===== src/rtl/apb_slave_regfile_if.sv =====
`default_nettype none
// ============================================================
// Module   : apb_slave_regfile_if
// Brief    : APB bus bundle between a requester and the register file.
// Revision : 1.0
// ============================================================
interface apb_slave_regfile_if;
    logic [2:0]  Pselx;
    logic        Penable;
    logic        Pwrite;
    logic [31:0] Paddr;
    logic [31:0] Pwdata;
    logic [31:0] Prdata;
    logic        Pready;
    logic        Pslverr;

    modport master (
        output Pselx, Penable, Pwrite, Paddr, Pwdata,
        input  Prdata, Pready, Pslverr
    );

    modport slave (
        input  Pselx, Penable, Pwrite, Paddr, Pwdata,
        output Prdata, Pready, Pslverr
    );
endinterface
`default_nettype wire


===== src/rtl/apb_slave_regfile.sv =====
`default_nettype none
// ============================================================
// Module   : apb_slave_regfile
// Brief    : APB completer with six R/W registers, a transfer counter,
//            an ID register and a programmable number of wait states.
// Revision : 1.0
// ============================================================
module apb_slave_regfile #(
    parameter int SLAVE_ID    = 0,
    parameter int WAIT_STATES = 0
) (
    input  wire                Hclk,
    input  wire                Hresetn,
    apb_slave_regfile_if.slave bus
);
    localparam logic [3:0]  c_wait = 4'(WAIT_STATES);
    localparam logic [31:0] c_id   = 32'h5A5A_0000 | 32'(SLAVE_ID);

    typedef enum logic [0:0] {
        IDLE   = 1'b0,
        ACCESS = 1'b1
    } state_t;

    state_t      r_state;
    state_t      w_state_nxt;
    logic [3:0]  r_wcnt;
    logic [3:0]  w_wcnt_nxt;
    logic        w_latch;
    logic [7:0]  r_addr;
    logic        r_write;
    logic [31:0] r_regs [0:5];
    logic [15:0] r_xcnt;
    logic        w_sel;
    logic        w_pready;
    logic        w_err;
    logic [2:0]  w_idx;
    logic [31:0] w_rdval;
    logic        w_unused;

    assign w_sel    = bus.Pselx[SLAVE_ID];
    assign w_unused = ^{bus.Paddr[31:8], bus.Pselx};
    assign w_idx    = r_addr[4:2];

    always_comb begin
        w_state_nxt = r_state;
        w_wcnt_nxt  = r_wcnt;
        w_latch     = 1'b0;
        case (r_state)
            IDLE: begin
                // Only a proper setup phase opens a transfer.
                if (w_sel && !bus.Penable) begin
                    w_state_nxt = ACCESS;
                    w_wcnt_nxt  = c_wait;
                    w_latch     = 1'b1;
                end
            end
            ACCESS: begin
                if (w_sel && bus.Penable) begin
                    if (r_wcnt != 4'd0) begin
                        w_wcnt_nxt = r_wcnt - 4'd1;
                    end else begin
                        w_state_nxt = IDLE;
                    end
                end else begin
                    w_state_nxt = IDLE;
                end
            end
            default: w_state_nxt = IDLE;
        endcase
    end

    // Gated by Hresetn so the outputs stay quiet while reset is held.
    assign w_pready = Hresetn && (r_state == ACCESS) && (r_wcnt == 4'd0)
                      && w_sel && bus.Penable;

    assign w_err = (r_addr[7:5] != 3'd0) || (r_addr[1:0] != 2'd0)
                   || (r_write && w_idx[2] && w_idx[1]);

    always_comb begin
        w_rdval = 32'h0;
        case (w_idx)
            3'd6:    w_rdval = {16'h0, r_xcnt};
            3'd7:    w_rdval = c_id;
            default: w_rdval = r_regs[w_idx];
        endcase
    end

    assign bus.Pready  = w_pready;
    assign bus.Pslverr = w_pready && w_err;
    assign bus.Prdata  = (w_pready && !r_write && !w_err) ? w_rdval : 32'h0;

    always_ff @(posedge Hclk) begin
        if (!Hresetn) begin
            r_state <= IDLE;
            r_wcnt  <= 4'd0;
            r_addr  <= 8'h0;
            r_write <= 1'b0;
            r_xcnt  <= 16'h0;
            for (int i = 0; i < 6; i++) begin
                r_regs[i] <= 32'h0;
            end
        end else begin
            r_state <= w_state_nxt;
            r_wcnt  <= w_wcnt_nxt;
            if (w_latch) begin
                r_addr  <= bus.Paddr[7:0];
                r_write <= bus.Pwrite;
            end
            if (w_pready) begin
                r_xcnt <= r_xcnt + 16'd1;
            end
            // w_err already rejects writes to indices 6 and 7.
            if (w_pready && r_write && !w_err) begin
                r_regs[w_idx] <= bus.Pwdata;
            end
        end
    end
endmodule
`default_nettype wire


===== src/flat_wrapper.sv =====
// flat-port wrapper written by rule: the top's interface ports become plain ports
module apb_slave_regfile_flat 
#(
    parameter int SLAVE_ID    = 0,
    parameter int WAIT_STATES = 0
)
  (Hclk, Hresetn, bus_Pselx, bus_Penable, bus_Pwrite, bus_Paddr, bus_Pwdata, bus_Prdata, bus_Pready, bus_Pslverr);
  apb_slave_regfile_if bus_i ();
  input  wire Hclk;
  input  wire Hresetn;
  input wire logic [$bits(bus_i.Pselx)-1:0] bus_Pselx;
  input wire logic [$bits(bus_i.Penable)-1:0] bus_Penable;
  input wire logic [$bits(bus_i.Pwrite)-1:0] bus_Pwrite;
  input wire logic [$bits(bus_i.Paddr)-1:0] bus_Paddr;
  input wire logic [$bits(bus_i.Pwdata)-1:0] bus_Pwdata;
  output wire logic [$bits(bus_i.Prdata)-1:0] bus_Prdata;
  output wire logic [$bits(bus_i.Pready)-1:0] bus_Pready;
  output wire logic [$bits(bus_i.Pslverr)-1:0] bus_Pslverr;
  assign bus_i.Pselx = bus_Pselx;
  assign bus_i.Penable = bus_Penable;
  assign bus_i.Pwrite = bus_Pwrite;
  assign bus_i.Paddr = bus_Paddr;
  assign bus_i.Pwdata = bus_Pwdata;
  assign bus_Prdata = bus_i.Prdata;
  assign bus_Pready = bus_i.Pready;
  assign bus_Pslverr = bus_i.Pslverr;
  apb_slave_regfile #(.SLAVE_ID(SLAVE_ID), .WAIT_STATES(WAIT_STATES)) u_core (.Hclk(Hclk), .Hresetn(Hresetn), .bus(bus_i));
endmodule

===== config.mk =====
export PLATFORM = sky130hd
export DESIGN_NAME = apb_slave_regfile_flat
export DESIGN_NICKNAME = d
export VERILOG_FILES = /design/src/rtl/apb_slave_regfile_if.sv /design/src/rtl/apb_slave_regfile.sv /design/src/flat_wrapper.sv
export SDC_FILE = /design/constraint.sdc
export NUM_CORES = 1
export LEC_CHECK = 0
export CORE_UTILIZATION = 40
export DETAILED_ROUTE_END_ITERATION = 6
export MAX_ROUTING_LAYER = met4
export SYNTH_ARGS = -nofsm -noshare
export SYNTH_HDL_FRONTEND = slang
export SYNTH_SLANG_ARGS = --single-unit

===== constraint.sdc =====
create_clock -name Hclk -period 13 [get_ports Hclk]
set_clock_uncertainty 0.1 [all_clocks]
set_input_delay 3.9 -clock Hclk [delete_from_list [all_inputs] [get_ports Hclk]]
set_output_delay 3.9 -clock Hclk [all_outputs]
set_load 0.02 [all_outputs]

==> flow_summary.yaml <==
status:
  outcome: "completed"
route:
  drt_iter0_drc: 475
  firstDrtPassIters: 4
  remaining_drc_errors: 0
  num_vias: 7477
  ant_nets: 0
  drt_wl_total_um: 28600
  avgViaCountPerCell: 5.15
  wl_per_cell_um: 19.7
global_route:
  grt_use_total: 0.182
  grt_pass1_wl_um: 43800
  grt_remaining_overflow: 0
  grt_antenna_before_repair: 3
  grt_pass1_vias: 7510
  grt_max_degree: 55
die:
  io_pins: 105
  die_h_um: 181
  dieWidth_um: 181
  initial_utilization: 0.407
  core_area_mm2: 0.0316
  dieArea_mm2: 0.0329
  rows: 65
sta:
  period_share: 0.880
  rsz0062_at_grt: "no"
  slew_viol_final: 0
  finalHoldViolCount: 0
  max_freq_ghz: 0.0874
  finalSetupViolCount: 0
  fin_crit_ns: 11.44
  slew_headroom: 0.240
  tns_ns: 0
  worst_pin_slew_ns: 1.14
yosys:
  yosys_warnings: 0
  synth_area_mm2: 0.0129
  ys.flop_type: "edfxtp_1"
  synth-async-reset-ratio: 0
  synth.top_cell.area_share: 0.597
  yosys.area.top_type: "edfxtp_1"
  syn_area_per_cell_um2: 14.4
  syn-instance-count: 896
  synth_area_leaders: "edfxtp_1 (60%), and2_1 (9.4%), mux4_2 (6.3%), mux2i_1 (5.8%), dfxtp_1 (5.1%)"
  synth_seq_cells: 289
  yosysSeqAreaShare: 0.649
  yosysUniqueCellTypes: 50
  synth_edf_count: 256
worst_setup_path:
  cp_slowest_cell: "or4_1"
  max_stage_delay_ns: 0.90
  worstPathRequired_ns: 9.00
  endpoint_kind: "output port"
  crit_path_frequent_cell: "clkdlybuf4s50_1"
  reg2reg_slack_ns: 8.78
  worstPathMaxFanout: 17
  path_buf_inv: 3
  crit_family: "simple AND/OR/NAND/NOR gates"
  cp-start-kind: "input port"
  critPathKind: "input port to output port"
  worstPathArrival_ns: 7.44
  path_cells: "clkdlybuf4s50_1, buf_4, nand4_2, or4_1, nand2b_1, a21oi_1, clkdlybuf4s50_1"
  r2r-start: "u_core.r_wcnt[0]"
  critPathLaunch: "Hresetn"
place:
  hpwl_um: 16000
  io_buffer_count: 78
  placedCellCount: 1392
  gp_congestion: 0.766
layout:
  layout_common_cells: "edfxtp_1 (256), and2_1 (193), clkdlybuf4s50_1 (78)"
  final_common_cell: "edfxtp_1"
  fin_cells: 1451
  synthToLayoutAreaGrowth_pct: 17.7
  drive_above_1_share: 0.111
  nets: 1095
  fillers: 2781
clocking:
  cts_resized: 0
  clk-insertion-delay-late_ns: 0.56
  clockBufferDepth: 3
  cts-hold-fix-buffers: 0
  clkTransAtPathRegs_ns: 0.06
  root_buffer: "clkbuf_16"
  clkSinkCount: 289
  cts_max_level: 1
  postCtsSetupBuffers: 0
  cts_buffers: 30
  cts_tree: "built"
run:
  cap_violations: 0
power_and_ir_drop:
  p_per_area_mw_per_mm2: 128
  peakVddDrop_mv: 0.0981
  power_leakage_nw: 5.29
min_path:
  hold_class: "register to register"
  hp-start: "u_core.r_xcnt[15]"
[path summary, 6_finish.rpt]
check | end | cells after the start
setup / recovery | bus_Prdata[9] | 7
hold / removal | u_core.r_xcnt[15] | 2
setup reg to reg | u_core.r_regs[3][7] | 7
hold reg to reg | u_core.r_xcnt[15] | 2
[tightest hold or removal path, cell delays in order, from the launching register on]
cell     delay (ns)
dfxtp_1        0.32
o31ai_1        0.06
a21oi_1        0.05
[final cells by class]
| cell class | count | area, µm² | share of cell area |
|---|---|---|---|
| inverters | 11 | 41.3 | 0.00273 |
| diodes | 3 | 7.51 | 0.000496 |
| repair buffers | 90 | 871 | 0.0575 |
| clock inverters | 20 | 93.8 | 0.00620 |
| flip-flops and latches | 289 | 8350 | 0.552 |
| clock buffers | 36 | 795 | 0.0525 |
| well taps | 402 | 503 | 0.0332 |
| multi-input cells | 600 | 4480 | 0.296 |
[per-layer routing]
metal | part of all wire | vias up | global-route usage
met5 | 0 | - | -
met1 | 0.45 | 3744 | 0.234
li1 | - | 3536 | -
met2 | 0.49 | 158 | 0.299
met4 | 0.016 | 0 | 0.0431
met3 | 0.051 | 39 | 0.0310
[Yosys cell counts, drive strengths merged, types with 2 or more instances]
cell,number
edfxtp,256
and2,193
mux2i,75
nor2,42
buf,41
mux4,36
dfxtp,33
a21oi,31
nor3,28
o22ai,21
clkbuf,18
nand2,17
nand2b,12
inv,10
nand3,10
xnor2,9
o221ai,8
or4,7
mux2,6
nor4,6
nand4,4
o31ai,4
or3,3
and3,2
ha,2
o21ai,2
or2,2
[state kept, by name, indices dropped and copies added, names as in the netlist, named ones only]
register	flops
u_core.r_write	1
u_core.r_addr	8
u_core.r_wcnt	4
u_core.r_state	1
u_core.r_xcnt	16
u_core.r_regs	256
[report_power, final]
part | internal, mW | switching, mW | leakage, nW | total (mW)
clock | 0.432 | 0.346 | 0.431 | 0.778
combinational | 0.0482 | 0.0677 | 1.95 | 0.116
sequential | 1.04 | 0.0123 | 2.91 | 1.05
total | 1.52 | 0.426 | 5.29 | 1.94
[cell families (layout without fill, tap and decap cells)]
logic type,after synthesis,count (layout),share of synthesized area
buf+inv,70,157,0.0258
xor+xnor,10,10,0.00681
other cells,1,67,0.000291
fa+ha+maj,2,2,0.00194
mux,117,117,0.127
simple gates,334,334,0.154
compound gates,73,73,0.0354
flops,289,289,0.649
[metrics by stage]
step	hold slack, ns	instance area (µm²)	worst slack (ns)	utilization	total power [mW]
finish	0.383	15100	1.56	0.479	1.94
global route	0.414	15100	1.44	0.479	2.01
CTS	0.384	15100	1.55	0.478	1.96
detailed placement	0.375	14200	1.57	0.450	1.19
global placement	0.363	14200	1.58	0.450	1.18
floorplan	0.351	13100	3.30	-	1.14
(Power assumes the default switching activity.)
